### src/rtl/inst_sram_axi_resp_pkg.sv
// Shared constants for the instruction-side SRAM-to-AXI read responder.
// Includes the AXI encodings, the inst-side ID and the AR FSM state codes.
package inst_sram_axi_resp_pkg;

    localparam logic [1:0] AxiBurstIncr = 2'b01;
    localparam logic [2:0] AxiSize4B    = 3'd2;
    localparam logic [1:0] AxiRespOkay  = 2'b00;
    localparam logic [3:0] InstArid     = 4'h0;

    localparam logic [0:0] ArIdle = 1'b0;
    localparam logic [0:0] ArWait = 1'b1;

    // An R beat is bad if it carries a non-OKAY status or a foreign ID.
    function automatic logic r_beat_bad(input logic [3:0] id, input logic [3:0] exp_id,
                                        input logic [1:0] resp);
        return (resp != AxiRespOkay) || (id != exp_id);
    endfunction

endpackage

### src/rtl/inst_sram_axi_resp_ar_reg.sv
// AR channel holding register: captures an address on load and presents it
// with arvalid until arready; idle tells the owner a new load is allowed.
module inst_sram_axi_resp_ar_reg
    import inst_sram_axi_resp_pkg::*;
(
    input  logic        clk,
    input  logic        reset,
    input  logic        load,
    input  logic [31:0] load_addr,
    input  logic        arready,
    output logic [31:0] araddr,
    output logic        arvalid,
    output logic        idle
);

    logic [0:0]  state_q, state_d;
    logic [31:0] addr_q;

    always_comb begin
        state_d = state_q;
        case (state_q)
            ArIdle:  if (load) state_d = ArWait;
            ArWait:  if (arready) state_d = ArIdle;
            default: state_d = ArIdle;
        endcase
    end

    always_ff @(posedge clk) begin
        if (reset) begin
            state_q <= ArIdle;
            addr_q  <= '0;
        end else begin
            state_q <= state_d;
            if (load && (state_q == ArIdle)) addr_q <= load_addr;
        end
    end

    assign araddr  = addr_q;
    assign arvalid = (state_q == ArWait);
    assign idle    = (state_q == ArIdle);

endmodule

### src/rtl/inst_sram_axi_resp.sv
// Instruction-side SRAM-like responder: turns fetch requests into single-beat
// AXI reads and returns the words in order with one-cycle data_ok pulses.
module inst_sram_axi_resp
    import inst_sram_axi_resp_pkg::*;
#(
    parameter int unsigned MAX_OUTSTANDING = 2,
    parameter logic [3:0]  ARID_VAL        = InstArid
) (
    input  logic        clk,
    input  logic        reset,
    input  logic        inst_sram_en,
    input  logic [3:0]  inst_sram_we,
    input  logic [31:0] inst_sram_addr,
    input  logic [31:0] inst_sram_wdata,
    output logic        addr_ok,
    output logic        data_ok,
    output logic [31:0] inst_sram_rdata,
    output logic [3:0]  arid,
    output logic [31:0] araddr,
    output logic [7:0]  arlen,
    output logic [2:0]  arsize,
    output logic [1:0]  arburst,
    output logic        arvalid,
    input  logic        arready,
    input  logic [3:0]  rid,
    input  logic [31:0] rdata,
    input  logic [1:0]  rresp,
    input  logic        rlast,
    input  logic        rvalid,
    output logic        rready,
    output logic        bus_err
);

    localparam int unsigned CntW = $clog2(MAX_OUTSTANDING + 1);

    logic [CntW-1:0] cnt_q, cnt_d;
    logic            accept;
    logic            ar_idle;
    logic            data_ok_q;
    logic [31:0]     rdata_q;
    logic            bus_err_q;
    logic            unused_inputs;

    assign unused_inputs = ^{inst_sram_wdata, rlast};

    // Depends only on local state, never on en or any AXI input.
    assign addr_ok = ar_idle && (cnt_q < CntW'(MAX_OUTSTANDING));
    assign accept  = inst_sram_en && addr_ok;

    inst_sram_axi_resp_ar_reg u_ar_reg (
        .clk       (clk),
        .reset     (reset),
        .load      (accept),
        .load_addr (inst_sram_addr),
        .arready   (arready),
        .araddr    (araddr),
        .arvalid   (arvalid),
        .idle      (ar_idle)
    );

    always_comb begin
        cnt_d = cnt_q;
        if (accept && !data_ok_q) begin
            cnt_d = cnt_q + CntW'(1);
        end else if (!accept && data_ok_q && (cnt_q != '0)) begin
            cnt_d = cnt_q - CntW'(1);
        end
    end

    always_ff @(posedge clk) begin
        if (reset) begin
            cnt_q     <= '0;
            data_ok_q <= 1'b0;
            rdata_q   <= '0;
            bus_err_q <= 1'b0;
        end else begin
            cnt_q     <= cnt_d;
            data_ok_q <= rvalid;
            if (rvalid) rdata_q <= rdata;
            if ((rvalid && r_beat_bad(rid, ARID_VAL, rresp)) ||
                (accept && (inst_sram_we != '0))) begin
                bus_err_q <= 1'b1;
            end
        end
    end

    assign data_ok         = data_ok_q;
    assign inst_sram_rdata = rdata_q;
    assign bus_err         = bus_err_q;
    assign rready          = 1'b1;
    assign arid            = ARID_VAL;
    assign arlen           = 8'd0;
    assign arsize          = AxiSize4B;
    assign arburst         = AxiBurstIncr;

endmodule

### config.mk
export PLATFORM = sky130hd
export DESIGN_NAME = inst_sram_axi_resp
export DESIGN_NICKNAME = d
export VERILOG_FILES = /design/src/rtl/inst_sram_axi_resp_pkg.sv /design/src/rtl/inst_sram_axi_resp_ar_reg.sv /design/src/rtl/inst_sram_axi_resp.sv
export SDC_FILE = /design/constraint.sdc
export NUM_CORES = 1
export LEC_CHECK = 0
export ABC_AREA = 1
export CAP_MARGIN = 20
export CORE_MARGIN = 1.5
export CORE_UTILIZATION = 36
export DETAILED_ROUTE_END_ITERATION = 8
export PLACE_DENSITY = 0.85
export REMOVE_ABC_BUFFERS = 1
export SLEW_MARGIN = 40
export SYNTH_ARGS = -nofsm -noshare
export SYNTH_HDL_FRONTEND = slang
export SYNTH_SLANG_ARGS = --single-unit
### constraint.sdc
create_clock -name clk -period 1.7 [get_ports clk]
set_input_delay 0.34 -clock clk [delete_from_list [all_inputs] [get_ports clk]]
set_output_delay 0.34 -clock clk [all_outputs]
set_load 0.005 [all_outputs]
==> flow_summary.json <==
{
  "outcome": "finished, final reports clean",
  "synth_cell_types": 17,
  "min_to": "u_ar_reg.araddr[22]$_SDFFE_PP0P_",
  "yosys_warnings": 0,
  "cp_slowest_cell": "clkdlybuf4s50_1",
  "reg2reg_slack_ns": 0.53,
  "initial_core_util": 0.377,
  "viasPerCell": 4.43,
  "cpLargestDelayFamily": "buffers and inverters",
  "placed_area_um2": 4090,
  "clock-sinks": 69,
  "cp-end-kind": "output port",
  "n_fill_cell": 611,
  "ir_drop_v": 0.000475,
  "numCtsBuffers": 9,
  "path_clk_slew_ns": 0.08,
  "hold_start": "u_ar_reg.araddr[22]$_SDFFE_PP0P_",
  "vias": 2576,
  "netlist_top_cells_area": "dfxtp_1 53%, nor2_1 20%, o21ai_0 12%",
  "num_antenna_cells": 0,
  "nets": 592,
  "remaining_drc_errors": 0,
  "synth_top_cell_by_area": "dfxtp_1",
  "drv_slew": 0,
  "fmaxAchievable_ghz": 0.619,
  "die_x_um": 87.8,
  "worstSetupPathType": "flop to output port",
  "cts_tree": "done",
  "syn2layout_area_growth_pct": 64.9,
  "root_buffer": "clkbuf_8",
  "place_congestion": 0.681,
  "multi_input_area_um2": 996,
  "fp.coreArea_um2": 6870,
  "grt_pass1_wl_um": 10400,
  "hold_path_class": "flop to flop",
  "crit_path_max_incr_delay_ns": 0.54,
  "regArea_um2": 1380,
  "path_cells": "clkdlybuf4s50_1",
  "fp-row-count": 30,
  "synthFlopType": "dfxtp_1",
  "synthMostInstantiatedCell": "nor2_1",
  "grt_pass1_vias": 2431,
  "cellPowerDensity_nw_per_um2": 904,
  "avgSynthCellArea_um2": 7.71,
  "period_needed_ns": 1.62,
  "hold_violations": 0,
  "wl_um": 6840,
  "cts_max_path_buffers": 2,
  "synth_top_area_share": 0.533,
  "cap_violations": 0,
  "portBuffers": 146,
  "worstReg2RegStart": "cnt_q[1]$_SDFFE_PP0P_",
  "die-area_um2": 7720,
  "antenna_found_initial": 0,
  "detail-route-antenna-nets": 0,
  "r2r_cells": 7,
  "cts_htree_levels": 3,
  "cp-start-kind": "flop",
  "die_height_um": 87.8,
  "stdcell_area_um2": 4270,
  "ios": 198,
  "drive_gt1_frac": 0.0577,
  "synth_area_um2": 2590,
  "tns_ns": 0,
  "fin_cells": 581,
  "hold_depth": 2,
  "netlist_top_cells_count": "136 x nor2_1, 69 x dfxtp_1, 64 x o21ai_0",
  "rsz0062_at_grt": "false",
  "postSynthCellCount": 336,
  "cp.arrival_ns": 1.28,
  "grt.overflow.total": 0,
  "synth_edf_count": 0,
  "wire_per_inst_um": 11.8,
  "fin_crit_sh": 0.951,
  "r2r_end": "bus_err$_SDFFE_PP0P_",
  "dr.pass1.iters": 4,
  "cp.required_ns": 1.36,
  "synth_seq_cells": 69,
  "clock_latency_ns": 0.33,
  "skew_ns": 0.00973,
  "power_leakage_nw": 1.75,
  "drt_iter0_drc": 60,
  "place_inst": 565,
  "post_cts_buffers": 0,
  "async_flop_share": 0,
  "globalRouteTotalUtil": 0.175,
  "dp_hpwl_um": 5000,
  "critPathMaxFanout": 3,
  "grt_max_degree": 35,
  "worst-path-buf-inv": 1,
  "setup_viol": 0,
  "ys_seq_area_frac": 0.533
}
state kept, by name, indices dropped and copies added (netlist names):
register,cells
bus_err,1
cnt_q,2
data_ok,1
inst_sram_rdata,32
u_ar_reg.araddr,32
u_ar_reg.arvalid,1
cells by family after synthesis:
kind of cell	count (synthesis)	synth area share
AOI/OAI and AO/OA	68	0.131
DFF	69	0.533
and+or+nand+nor	152	0.227
other	2	0.00290
buffers and inverters	45	0.106
layout by cell type, fill, tap and decap left out, types with 3 or more instances in the layout:
cell type,Yosys,layout
conb_1,2,18
nand2_1,12,12
nor2_1,136,136
o21ai_0,64,64
dfxtp_1,69,69
clkdlybuf4s50_1,0,145
a21oi_1,4,4
clkinvlp_4,0,4
clkbuf_8,0,11
buf_12,0,3
inv_1,6,6
buf_4,18,5
cell type report:
cell class	instances	area share
clock inverters	5	0.00820
inverters	8	0.00761
flip-flops and latches	69	0.323
multi-input cells	238	0.233
well taps	96	0.0281
clock buffers	11	0.0354
repair buffers	154	0.364
stage by stage:
step                hold slack, ns   util  power, mW  setup slack [ns]
finish                       0.483  0.622       3.86            0.0836
floorplan                    0.409      -       2.13             0.533
CTS                          0.489  0.622       3.92            0.0536
global route                 0.501  0.622       4.09            0.0120
detailed placement           0.470  0.595       2.69             0.117
global placement             0.462  0.595       2.67             0.166
layer usage:
metal / vias up / part of all wire / global-route usage
met2: 112 / 0.48 / 0.313
met5: - / 0 / 0
met1: 1145 / 0.39 / 0.169
met3: 10 / 0.11 / 0.0801
met4: 0 / 0.017 / 0.0895
li1: 1309 / - / -
worst max-delay path by stage:
stage	startpoint	to	slack [ns]	cells past startpoint
final	u_ar_reg.arvalid$_SDFF_PP0_	arvalid	0.08	1
after CTS	u_ar_reg.arvalid$_SDFF_PP0_	arvalid	0.05	1
after detailed placement	inst_sram_en	bus_err$_SDFFE_PP0P_	0.12	7
after floorplan	rvalid	bus_err$_SDFFE_PP0P_	0.53	4
after global routing	u_ar_reg.arvalid$_SDFF_PP0_	arvalid	0.01	1
after global placement	inst_sram_en	bus_err$_SDFFE_PP0P_	0.17	7
what timing repair did:
action / in CTS / in global routing
gates resized for setup: 1 / 0
hold buffers: 0 / 0
endpoints found under the setup margin: 1 / 0
power by group:
| group | internal, mW | switching, mW |
|---|---|---|
| registers | 1.76 | 0.0712 |
| logic | 0.502 | 0.316 |
| clock network | 0.606 | 0.608 |
| total | 2.87 | 0.996 |
Note: power is estimated with default switching activity, not from simulation.
